## config.mk

```make
export PLATFORM = sky130hd
export DESIGN_NAME = arbitro_barramento
export DESIGN_NICKNAME = d
export VERILOG_FILES = /design/src/rtl/coerencia_pkg.sv /design/src/rtl/arbitro_rr_sel.sv /design/src/rtl/arbitro_barramento.sv
export SDC_FILE = /design/constraint.sdc
export NUM_CORES = 1
export LEC_CHECK = 0
export CAP_MARGIN = 20
export CORE_ASPECT_RATIO = 2
export CORE_UTILIZATION = 45
export CTS_CLUSTER_DIAMETER = 100
export DETAILED_ROUTE_END_ITERATION = 16
export PLACE_DENSITY = 0.76
export SYNTH_ARGS = -nofsm -noshare
export SYNTH_HDL_FRONTEND = slang
export SYNTH_HIERARCHICAL = 1
export SYNTH_SLANG_ARGS = --single-unit
```

## constraint.sdc

```tcl
create_clock -name clock -period 2.5 [get_ports clock]
set_input_delay 0.75 -clock clock [delete_from_list [all_inputs] [get_ports clock]]
set_output_delay 0.75 -clock clock [all_outputs]
set_load 0.05 [all_outputs]
```

## src/rtl/coerencia_pkg.sv

```systemverilog
// Shared definitions for the MSI snooping-bus coherence system.
// Contents: bus message codes, MSI line states, processor op codes and the
// state encoding of the bus arbiter FSM.
package coerencia_pkg;

    // Bus message codes carried on bus_msg / req_msg
    typedef enum logic [1:0] {
        invalidar    = 2'b00,
        msgReadMiss  = 2'b01,
        msgWriteMiss = 2'b10,
        semMensagem  = 2'b11
    } msg_t;

    // MSI cache line states
    typedef enum logic [1:0] {
        MsiInvalido      = 2'b00,
        MsiCompartilhado = 2'b01,
        MsiModificado    = 2'b10
    } msi_t;

    // Processor-side operations
    typedef enum logic [1:0] {
        OpNenhuma = 2'b00,
        OpLeitura = 2'b01,
        OpEscrita = 2'b10
    } op_t;

    // Bus arbiter FSM states
    typedef enum logic [1:0] {
        StOcioso    = 2'b00,
        StDifusao   = 2'b01,
        StWriteback = 2'b10,
        StFim       = 2'b11
    } arb_state_t;

    localparam int unsigned STATS_W = 16;

endpackage

```

## src/rtl/arbitro_rr_sel.sv

```systemverilog
// Combinational round-robin picker.
// Ports:
//   eligible  in   NUM_PROC  candidate vector
//   ptr       in   IDX_W     last winner; search starts at ptr+1
//   winner    out  IDX_W     first eligible index after ptr (mod NUM_PROC)
//   any_valid out  1         at least one candidate is eligible
module arbitro_rr_sel #(
    parameter int unsigned NUM_PROC = 3,
    localparam int unsigned IDX_W = $clog2(NUM_PROC)
) (
    input  logic [NUM_PROC-1:0] eligible,
    input  logic [IDX_W-1:0]    ptr,
    output logic [IDX_W-1:0]    winner,
    output logic                any_valid
);

    logic [IDX_W-1:0] idx;

    always_comb begin
        winner    = '0;
        any_valid = 1'b0;
        idx       = '0;
        // Scan from the farthest offset down so the closest candidate after ptr is written last.
        for (int unsigned off = NUM_PROC; off >= 1; off--) begin
            idx = IDX_W'((32'(ptr) + off) % NUM_PROC);
            if (eligible[idx]) begin
                winner    = idx;
                any_valid = 1'b1;
            end
        end
    end

endmodule

```

## src/rtl/arbitro_barramento.sv

```systemverilog
// Round-robin arbiter and sequencer for the shared MSI snooping bus.
// Grants one requester at a time, broadcasts its message for one cycle, optionally holds the bus
// for a write-back window, then pulses done for the winner. All outputs are registered.
// Ports:
//   clock, reset_n          clock (rising edge) and asynchronous active-low reset
//   req/req_msg/req_tag/req_wb  per-processor request, message, tag, write-back flag
//   gnt, done               one-hot grant (whole transaction) and 1-cycle completion pulse
//   bus_valid/msg/tag/src   broadcast message, valid for one cycle per transaction
//   wb_busy                 write-back window active
//   grant_cnt               per-processor 16-bit grant counters (only with ARB_STATS_EN)
// Configuration: define ARB_STATS_EN to add grant_cnt and its counters.
module arbitro_barramento
    import coerencia_pkg::*;
#(
    parameter int unsigned NUM_PROC  = 3,
    parameter int unsigned TAG_W     = 8,
    parameter int unsigned WB_CYCLES = 4
) (
    input  logic                        clock,
    input  logic                        reset_n,
    input  logic [NUM_PROC-1:0]         req,
    input  logic [2*NUM_PROC-1:0]       req_msg,
    input  logic [TAG_W*NUM_PROC-1:0]   req_tag,
    input  logic [NUM_PROC-1:0]         req_wb,
    output logic [NUM_PROC-1:0]         gnt,
    output logic [NUM_PROC-1:0]         done,
    output logic                        bus_valid,
    output logic [1:0]                  bus_msg,
    output logic [TAG_W-1:0]            bus_tag,
    output logic [$clog2(NUM_PROC)-1:0] bus_src,
`ifdef ARB_STATS_EN
    output logic [16*NUM_PROC-1:0]      grant_cnt,
`endif
    output logic                        wb_busy
);

    localparam int unsigned IDX_W = $clog2(NUM_PROC);
    localparam int unsigned CNT_W = (WB_CYCLES > 1) ? $clog2(WB_CYCLES) : 1;

    arb_state_t       state_q, state_d;
    logic [CNT_W-1:0] cnt_q, cnt_d;
    logic [IDX_W-1:0] ptr_q, win_q, winner;
    logic [1:0]       msg_q, sel_msg;
    logic [TAG_W-1:0] tag_q, sel_tag;
    logic             wb_q, sel_wb, any_valid;
    logic [NUM_PROC-1:0] eligible;

    // The done mask keeps the just-finished winner from being regranted in its done cycle.
    always_comb begin
        eligible = '0;
        for (int i = 0; i < NUM_PROC; i++) begin
            eligible[i] = req[i] && (req_msg[2*i +: 2] != semMensagem) && !done[i];
        end
    end

    arbitro_rr_sel #(
        .NUM_PROC(NUM_PROC)
    ) u_sel (
        .eligible (eligible),
        .ptr      (ptr_q),
        .winner   (winner),
        .any_valid(any_valid)
    );

    always_comb begin
        sel_msg = semMensagem;
        sel_tag = '0;
        sel_wb  = 1'b0;
        for (int i = 0; i < NUM_PROC; i++) begin
            if (winner == IDX_W'(i)) begin
                sel_msg = req_msg[2*i +: 2];
                sel_tag = req_tag[TAG_W*i +: TAG_W];
                sel_wb  = req_wb[i];
            end
        end
    end

    always_comb begin
        state_d = state_q;
        cnt_d   = cnt_q;
        case (state_q)
            StOcioso: begin
                if (any_valid) state_d = StDifusao;
            end
            StDifusao: begin
                if (wb_q) begin
                    state_d = StWriteback;
                    cnt_d   = CNT_W'(WB_CYCLES - 1);
                end else begin
                    state_d = StFim;
                end
            end
            StWriteback: begin
                if (cnt_q == '0) state_d = StFim;
                else             cnt_d   = cnt_q - 1'b1;
            end
            StFim:   state_d = StOcioso;
            default: state_d = StOcioso;
        endcase
    end

    always_ff @(posedge clock or negedge reset_n) begin
        if (!reset_n) begin
            state_q <= StOcioso;
            cnt_q   <= '0;
        end else begin
            state_q <= state_d;
            cnt_q   <= cnt_d;
        end
    end

    // Outputs are registered images of the state: each appears one cycle after its state.
    always_ff @(posedge clock or negedge reset_n) begin
        if (!reset_n) begin
            gnt       <= '0;
            done      <= '0;
            bus_valid <= 1'b0;
            bus_msg   <= semMensagem;
            bus_tag   <= '0;
            bus_src   <= '0;
            wb_busy   <= 1'b0;
            ptr_q     <= IDX_W'(NUM_PROC - 1);
            win_q     <= '0;
            msg_q     <= semMensagem;
            tag_q     <= '0;
            wb_q      <= 1'b0;
        end else begin
            bus_valid <= (state_q == StDifusao);
            bus_msg   <= (state_q == StDifusao) ? msg_q : semMensagem;
            bus_tag   <= (state_q == StDifusao) ? tag_q : '0;
            bus_src   <= (state_q == StDifusao) ? win_q : '0;
            wb_busy   <= (state_q == StWriteback);
            done      <= (state_q == StFim) ? gnt : '0;
            if (state_q == StFim) ptr_q <= win_q;
            if (state_q == StOcioso && any_valid) begin
                gnt   <= NUM_PROC'(1) << winner;
                win_q <= winner;
                msg_q <= sel_msg;
                tag_q <= sel_tag;
                wb_q  <= sel_wb;
            end else if (done != '0) begin
                gnt <= '0;
            end
        end
    end

`ifdef ARB_STATS_EN
    logic [STATS_W-1:0] stats_q [NUM_PROC];

    always_ff @(posedge clock or negedge reset_n) begin
        if (!reset_n) begin
            for (int i = 0; i < NUM_PROC; i++) stats_q[i] <= '0;
        end else if (state_q == StFim) begin
            stats_q[win_q] <= stats_q[win_q] + 1'b1;
        end
    end

    for (genvar g = 0; g < NUM_PROC; g++) begin : g_cnt
        assign grant_cnt[16*g +: 16] = stats_q[g];
    end
`endif

endmodule

```

* Word level (Yosys, flattened, before mapping)
Cells that the tools add are included.
** Word-level totals
- Register bits :: 39
- Input bits :: 38
- Output and inout bits :: 20
- Word-level logic and storage cells :: 89
** Operators by class
- $add $sub $neg :: 4
- Div/mod/pow operators :: 3
- $lt $le $gt $ge :: 3
- Equality and inequality tests :: 12
- Shift-type cells :: 1
- Muxes and demuxes :: 34
- Reduce and logical (&&, ||, !) cells :: 18
** Operator list (number)
- remainder unit 32 x 2 -> 32 bit, second input constant :: 3
- 2-to-1 mux 8 bit :: 4
- 2-to-1 mux 2 bit :: 12
- inequality test 2 bit, second input constant :: 7
- 2-to-1 mux 1 bit :: 10
- < comparator 2 x 3 -> 1 bit, second input constant :: 3
- 2-to-1 mux 3 bit :: 3
- case mux 2 bit (4 select lines) :: 1
- logical AND 1 bit :: 7
- adder 2 x 2 -> 3 bit, second input constant :: 2
- binary-select mux 1 bit (select 2 bit) :: 3
- equality test 2 bit, second input constant :: 3
- zero test 2 bit :: 3
- equality test 2 x 1 -> 1 bit, second input constant :: 2
- case mux 2 bit (2 select lines) :: 1
- nonzero test 2 bit :: 2
- adder 2 x 1 -> 3 bit, second input constant :: 1
- zero test 1 bit :: 3
- AND reduction 3 bit :: 1
- nonzero test 3 bit :: 1
- left shift 1 x 2 -> 3 bit, first input constant :: 1
- AND reduction 2 bit :: 1
- subtractor 2 x 1 -> 2 bit, second input constant :: 1

* Longest topological paths before layout
Gate-level depths: netlist of the first run.
- Depth in word-level cells :: 12
- Gate-level depth with buffers :: 10
- Depth with buffers taken out :: 8

* Cells and area by module
The synthesis of the first run kept the hierarchy.
** By module, submodules not included
- arbitro_barramento :: instances 1, cells each 167, area each 1816.7 um^2, sequential area each 982.2 um^2
- arbitro_rr_sel :: instances 1, cells each 27, area each 191.4 um^2, sequential area each 0.0 um^2

* Least setup slack after synthesis of the first run
Ideal clock, no wire load.
- Path kind :: input port to flip-flop
- Start :: input req[0]
- End :: register win_q[0]
- Setup time :: 0.128 ns
- Arrival :: 2.176 ns
- Data required time :: 2.372 ns
- Setup slack :: 0.197 ns
- Cell stages on the path :: 8
- Buffers on the path :: 1
- Cells stage by stage :: inv_1 > a211oi_1 > mux2i_1 > o22ai_1 > a211o_1 > and2_1 > buf_2 > mux2_1
** Between the ends
- Word-level cells in the longest chain between the ends :: 8
- Elaborated cells on any way between the ends :: 15
- Those cells by class :: mux (12); reduce/logical (3)
** Ends and longest elaborated chain
- start: declaration :: line arbitro_barramento.sv:21 : input logic [NUM_PROC-1:0] req,
- logical AND 1 bit (*) (2 in a row) :: line arbitro_barramento.sv:52 : eligible[i] = req[i] && (req_msg[2*i +: 2] != semMensagem) && !done[i];
- net eligible[0] :: line arbitro_barramento.sv:46 : logic [NUM_PROC-1:0] eligible;
- binary-select mux 1 bit (select 2 bit) :: line arbitro_rr_sel.sv:26 : if (eligible[idx]) begin
- 2-to-1 mux 1 bit (not written as such) :: line arbitro_rr_sel.sv:26
- 2-to-1 mux 1 bit (2 in a row) :: line arbitro_rr_sel.sv:26
- 2-to-1 mux 1 bit (*) :: line arbitro_rr_sel.sv:26
- net any_valid :: line arbitro_barramento.sv:45 : logic wb_q, sel_wb, any_valid;
- logical AND 1 bit (*) :: line arbitro_barramento.sv:135 : if (state_q == StOcioso && any_valid) begin
- end signal: assignment :: line arbitro_barramento.sv:137 : win_q <= winner;
- end: declaration :: line arbitro_barramento.sv:42 : logic [IDX_W-1:0] ptr_q, win_q, winner;
The timed path passes the listed nets; every way through them passes the cells marked *. The select of a mux whose other input is x is not followed.
A chain may end at the register's enable or synchronous reset.

* Final worst setup path of the first run
- Start :: input req[0]
- End :: register tag_q[2]
** Between the ends
- Word-level cells in the longest chain between the ends :: 11
- Elaborated cells on any way between the ends :: 21
- Those cells by class :: eq/ne (2); mux (15); reduce/logical (4)
** Ends and longest elaborated chain
- logical AND 1 bit (*) (2 in a row) :: line arbitro_barramento.sv:52
- net eligible[0] :: line arbitro_barramento.sv:46
- binary-select mux 1 bit (select 2 bit) :: line arbitro_rr_sel.sv:26
- 2-to-1 mux 1 bit (not written as such) :: line arbitro_rr_sel.sv:26
- 2-to-1 mux 2 bit (2 in a row) :: line arbitro_rr_sel.sv:26
- 2-to-1 mux 2 bit (*) :: line arbitro_rr_sel.sv:26
- net winner[1] :: line arbitro_barramento.sv:42
- zero test 2 bit :: line arbitro_barramento.sv:70 : if (winner == IDX_W'(i)) begin
- 2-to-1 mux 8 bit (2 in a row) :: line arbitro_barramento.sv:70
- 2-to-1 mux 8 bit (*) :: line arbitro_barramento.sv:70
- end signal: assignment :: line arbitro_barramento.sv:139 : tag_q <= sel_tag;
- end: declaration :: line arbitro_barramento.sv:44 : logic [TAG_W-1:0] tag_q, sel_tag;
Marks and branches as above.

==> results.py, run 1 <==
metrics = {
    "critical_path": {
        "r2r_cells": 8,
        "cp_max_fo": 5,
        "cp_slowest_cell": "clkdlybuf4s50_1",
        "cp_data_required_time_ns": 2.71,
        "r2r_start": "ptr_q[0]",
        "crit_path_end_kind": "register",
        "max_stage_delay_ns": 0.45,
        "path_cells": "clkdlybuf4s50_1 -> inv_1 -> a211oi_2 -> buf_4 -> nor3b_1 -> o2bb2ai_1 -> a21oi_2 -> buf_4 -> buf_4 -> or2_1 -> a31oi_1",
        "r2r_setup_slack_ns": 0.13,
        "critPathLaunchType": "primary input",
        "critPathKind": "primary input to register",
        "rr_endpoint": "state_q[1]",
        "worstPathArrival_ns": 2.62,
        "crit_path_frequent_cell": "buf_4",
    },
    "die": {
        "die_height_um": 96.5,
        "initial_core_util": 0.467,
        "ios": 58,
        "rows": 34,
        "die_area_um2": 4750,
        "core_um2": 4300,
        "fp.dieW_um": 49.2,
    },
    "detailed_routing": {
        "ant_nets": 0,
        "firstDrtPassIters": 4,
        "drtIter0Drc": 29,
        "drcViolationCount": 0,
        "vias_per_cell": 5.01,
        "num_vias": 1608,
        "wl_per_cell_um": 13.5,
        "wl_um": 4320,
    },
    "synth": {
        "syn_area_um2": 2010,
        "synth_cells": 194,
        "synthTopCellsByArea": "dfrtp_1, ha_1, dfstp_2, mux2i_1, and2_1",
        "yosysTopAreaCell": "dfrtp_1",
        "ys_ff_latch": 39,
        "syn_nets": 243,
        "syn_avg_cell_area_um2": 10.4,
        "ys_seq_area_frac": 0.489,
        "yosysTopAreaCellShare": 0.424,
        "yosysWarnings": 6,
        "ys_types": 37,
    },
    "clocking": {
        "worst_skew_pair.late_latency_ns": 0.29,
        "clk_pin_slew_ns": 0.07,
        "clk_path_buf_depth": 2,
        "clkSinkCount": 39,
        "cts_tree": "yes",
        "numCtsBuffers": 5,
        "root_buffer": "clkbuf_8",
        "htreeDepth": 2,
    },
    "final_layout": {
        "layout_commonest_cell": "clkdlybuf4s50_1",
        "syn_to_final_growth_pct": 42.9,
        "layout-drive-gt1-share": 0.169,
        "final_area_um2": 2870,
        "fin_nets": 315,
        "n_fill_cell": 358,
        "final_cell_mix": "clkdlybuf4s50_1, dfrtp_1, nand2_1, nor2_1",
        "num_antenna_cells": 0,
    },
    "sta": {
        "max_freq_mhz": 415,
        "slew_violations": 0,
        "final-hold-violation-count": 0,
        "grt_setup_unrepaired": "yes",
        "hold_ws_ns": 0.492,
        "slew_headroom": 0.458,
        "final.setup.tns_ns": 0,
        "max_slew.worst_pin.slew_ns": 0.813,
        "worst_slack_ns": 0.0908,
        "finClkSkew_ns": 0.00575,
        "final.period_utilization": 0.964,
        "finalSetupViolations": 0,
        "fin_crit_ns": 2.41,
    },
    "global_routing": {
        "antenna_found_initial": 0,
        "grt_max_degree": 40,
        "grt_usage": 0.194,
        "grt_first_pass_wirelength_um": 6870,
        "grt_pass1_vias": 1538,
        "gr-total-overflow": 0,
    },
    "placement": {
        "routabilityCongestion": 0.956,
        "post_dp_cell_area_um2": 2700,
        "dp_hpwl_um": 3290,
        "place_ws_ns": -0.249,
        "io_buffers": 57,
    },
    "power": {
        "p_per_area_nw_per_um2": 1270,
        "p_leak_nw": 1.30,
        "comb_power_share": 0.565,
        "peakVddDrop_uv": 691,
        "clockPowerShare": 0.142,
        "switching_share": 0.416,
        "p_int_mw": 2.12,
        "p_sw_mw": 1.51,
        "finalPower_mw": 3.63,
        "seqPwrFrac": 0.293,
    },
    "min_path": {
        "hp-start": "tag_q[2]",
        "whs_endpoint": "bus_tag[2]",
        "whs_path_depth": 1,
        "hold_class": "register to register",
    },
    "run": {
        "max_cap_violations": 0,
    },
    "outcome": {
        "status": "completed",
    },
}
## per-stage QoR
| step | instances | util |
|---|---|---|
| finish | 321 | 0.668 |
| global route | 321 | 0.668 |
| CTS | 319 | 0.656 |
| detailed placement | 311 | 0.629 |
| global placement | 311 | 0.629 |
| floorplan | 194 | - |
## sequential cells by signal, summed over array words and instances (netlist names), 3 cells and up
register	count
gnt	3
tag_q	8
done	3
bus_tag	8
## logic make-up after synthesis
logic type      Yosys count  share of synthesized area
flops                    39                      0.489
simple gates             73                      0.189
fa+ha+maj                11                     0.0685
buf+inv                  18                     0.0461
compound gates           36                      0.117
mux                      17                     0.0897
## synthesized netlist by cell type (all sizes together)
cell type	number
nand2b	5
o31ai	1
a2bb2oi	2
nand2	18
inv	10
dfrtp	34
mux2	5
nor2	16
and2	14
clkbuf	2
a21oi	2
a211o	1
a211oi	3
nor3	1
ha	11
or2	11
buf	6
a31oi	11
and2b	2
nor3b	1
o2bb2ai	2
mux2i	12
o41ai	1
a21o	1
a22oi	2
o22ai	1
o21ai	9
dfstp	5
nor2b	5
## worst max-delay path by stage
stage / start / to / slack [ns] / cells after the start
after floorplan: req[0] / win_q[0] / 0.20 / 8
after global placement: req[2] / tag_q[0] / -0.19 / 11
after detailed placement: req[2] / tag_q[6] / -0.25 / 11
after CTS: req_msg[5] / state_q[1] / 0.04 / 9
after global routing: req[0] / tag_q[4] / -0.04 / 11
final: req[0] / tag_q[2] / 0.09 / 11
## repair_timing
action,in CTS,in global routing
hold buffers,0,0
setup endpoints to repair,0,17
buffers inserted,0,1
gates resized for setup,0,14
## per-layer routing
| metal | global-route usage | wire, um | vias to the layer above |
|---|---|---|---|
| li1 | - | - | 798 |
| met3 | 0.0219 | 150 | 6 |
| met5 | 0 | 0 | - |
| met1 | 0.189 | 1480 | 747 |
| met2 | 0.392 | 2600 | 57 |
| met4 | 0.0907 | 87 | 0 |
## worst max-delay path: cells and delay by family
kind / cells / cell delay, ns
and+or+nand+nor: 2 / 0.28
AOI/OAI and AO/OA: 4 / 0.62
buffers and inverters: 5 / 0.96
## power groups by stage
| stage | clock network, mW | logic (mW) | registers, mW |
|---|---|---|---|
| final | 0.516 | 2.05 | 1.06 |
| after global routing | 0.549 | 2.24 | 1.10 |
| after CTS | 0.527 | 2.00 | 1.07 |
| after detailed placement | 0 | 1.98 | 1.07 |
| after global placement | 0 | 1.94 | 1.07 |
| after floorplan | 0 | 1.08 | 1.39 |
## cell type report
| class | instances | area (um2) | area share |
|---|---|---|---|
| clock buffer | 5 | 68.8 | 0.0240 |
| sequential | 39 | 982 | 0.342 |
| timing repair buffer | 73 | 709 | 0.247 |
| clock inverter | 3 | 43.8 | 0.0153 |
| inverter | 10 | 37.5 | 0.0131 |
| tap | 54 | 67.6 | 0.0235 |
| multi-input combinational | 137 | 960 | 0.334 |
(Power assumes the default switching activity.)
==> run 2, diff against run 1 <==
- RECOVER_POWER: not set -> 100
==> run 2 against run 1 <==
  * Setup slack lost 0.0014 ns
  * Register-to-register slack is essentially flat
  * Clock skew hardly changed
  * Die area unchanged
  * First-iteration DRC count shrank 3.4%
  * Sequential power hardly changed
  * Critical endpoint is now bus_msg[1]
==> results.py, run 2 (same netlist as run 1, synthesis figures left out) <==
metrics = {
    "run": {
        "max_cap_violations": 0,
    },
    "critical_path": {
        "r2r_setup_slack_ns": 0.13,
        "cp_max_fo": 1,
        "critPathKind": "register to primary output",
        "setup.worst_path.start": "bus_msg[1]",
        "cpLargestDelayFamily": "buffers and inverters",
        "r2r_cells": 8,
        "worstSetupEndpoint": "bus_msg[1]",
        "path_cells": "dlygate4sd3_1",
        "cp_num_cells": 1,
        "max_stage_delay_ns": 0.86,
        "cp_slowest_cell": "dlygate4sd3_1",
        "cp_data_required_time_ns": 1.75,
        "crit_path_end_kind": "primary output",
        "rr_endpoint": "state_q[1]",
        "worstPathArrival_ns": 1.66,
        "critPathLaunchType": "register",
        "worst-path-buf-inv": 1,
        "r2r_start": "ptr_q[0]",
    },
    "sta": {
        "slew_headroom": 0.459,
        "final-hold-violation-count": 0,
        "grt_setup_unrepaired": "yes",
        "worst_slack_ns": 0.0895,
        "max_freq_mhz": 415,
        "max_slew.worst_pin.slew_ns": 0.812,
        "final.period_utilization": 0.964,
        "finalSetupViolations": 0,
        "slew_violations": 0,
        "finClkSkew_ns": 0.00572,
        "fin_crit_ns": 2.41,
    },
    "outcome": {
        "status": "completed",
    },
    "detailed_routing": {
        "drtIter0Drc": 28,
        "wl_um": 4310,
        "num_vias": 1610,
        "ant_nets": 0,
        "firstDrtPassIters": 4,
        "wl_per_cell_um": 13.4,
        "vias_per_cell": 5.02,
        "drcViolationCount": 0,
    },
    "global_routing": {
        "grt_first_pass_wirelength_um": 6870,
        "grt_pass1_vias": 1538,
        "antenna_found_initial": 0,
        "gr-total-overflow": 0,
        "grt_max_degree": 40,
        "grt_usage": 0.194,
    },
    "die": {
        "die_height_um": 96.5,
        "fp.dieW_um": 49.2,
        "ios": 58,
        "die_area_um2": 4750,
        "core_um2": 4300,
        "rows": 34,
        "initial_core_util": 0.467,
    },
    "clocking": {
        "root_buffer": "clkbuf_8",
        "clk_pin_slew_ns": 0.07,
        "cts_tree": "yes",
        "numCtsBuffers": 5,
        "clk_path_buf_depth": 2,
        "worst_skew_pair.late_latency_ns": 0.29,
        "clkSinkCount": 39,
        "htreeDepth": 2,
    },
    "power": {
        "p_per_area_nw_per_um2": 1250,
        "p_leak_nw": 1.34,
        "peakVddDrop_uv": 689,
        "finalPower_mw": 3.59,
    },
    "final_layout": {
        "final_area_um2": 2870,
        "fin_nets": 315,
        "num_antenna_cells": 0,
        "top_regs": "bus_tag x8, tag_q x8",
        "final_util": 0.668,
        "ff_latch_area_um2": 982,
        "final_cell_mix": "dfrtp_1, clkdlybuf4s50_1, dlygate4sd3_1, nand2_1, nor2_1",
        "layout-drive-gt1-share": 0.169,
        "syn_to_final_growth_pct": 42.9,
        "multi_input_area_um2": 960,
        "n_fill_cell": 358,
        "layout_commonest_cell": "dfrtp_1",
    },
    "placement": {
        "io_buffers": 57,
        "post_dp_cell_area_um2": 2700,
        "place_ws_ns": -0.249,
        "dp_hpwl_um": 3290,
        "routabilityCongestion": 0.956,
    },
    "min_path": {
        "hold_class": "register to register",
    },
}
run 2: changes by cell type in the layout (fill, tap and decap cells not counted), sizes merged:
cell and change:
dlygate4sd3 +20, clkdlybuf4s50 -20
run 2: worst min path at each step:
| stage | from | to | depth (start not counted) | slack (ns) |
|---|---|---|---|---|
| CTS | tag_q[1] | bus_tag[1] | 1 | 0.50 |
| floorplan | reset_n | bus_src[0] | 0 | 0.45 |
| global placement | tag_q[1] | bus_tag[1] | 1 | 0.47 |
| global route | msg_q[1] | bus_msg[1] | 1 | 0.50 |
| finish | msg_q[1] | bus_msg[1] | 1 | 0.49 |
| detailed placement | tag_q[1] | bus_tag[1] | 1 | 0.47 |
run 2: per-stage QoR:
step,instances,TNS (ns),hold WS (ns)
floorplan,194,0,0.454
detailed placement,311,-3.71,0.475
global route,321,-0.0586,0.498
CTS,319,0,0.495
global placement,311,-2.85,0.467
finish,321,0,0.495
run 2: final cells by class:
type / count / share of cell area
multi-input cells: 137 / 0.334
well taps: 54 / 0.0235
clock buffers: 5 / 0.0240
inverters: 10 / 0.0131
clock inverters: 3 / 0.0153
repair buffers: 73 / 0.247
flip-flops and latches: 39 / 0.342
run 2: repair_timing:
action,in CTS,in global routing
hold buffers,0,0
setup endpoints to repair,0,17
buffers inserted,0,1
gates resized for setup,0,14
run 2: power breakdown:
part / total (mW) / internal (mW) / switching, mW
sequential: 1.06 / 0.910 / 0.147
clock: 0.516 / 0.297 / 0.219
combinational: 2.01 / 0.872 / 1.14
run 2: layer usage:
metal,global-route usage,vias to the layer above,wire (um)
met5,0,-,0
met4,0.0907,0,87
met3,0.0219,6,150
met2,0.392,57,2600
met1,0.189,748,1470
li1,-,799,-
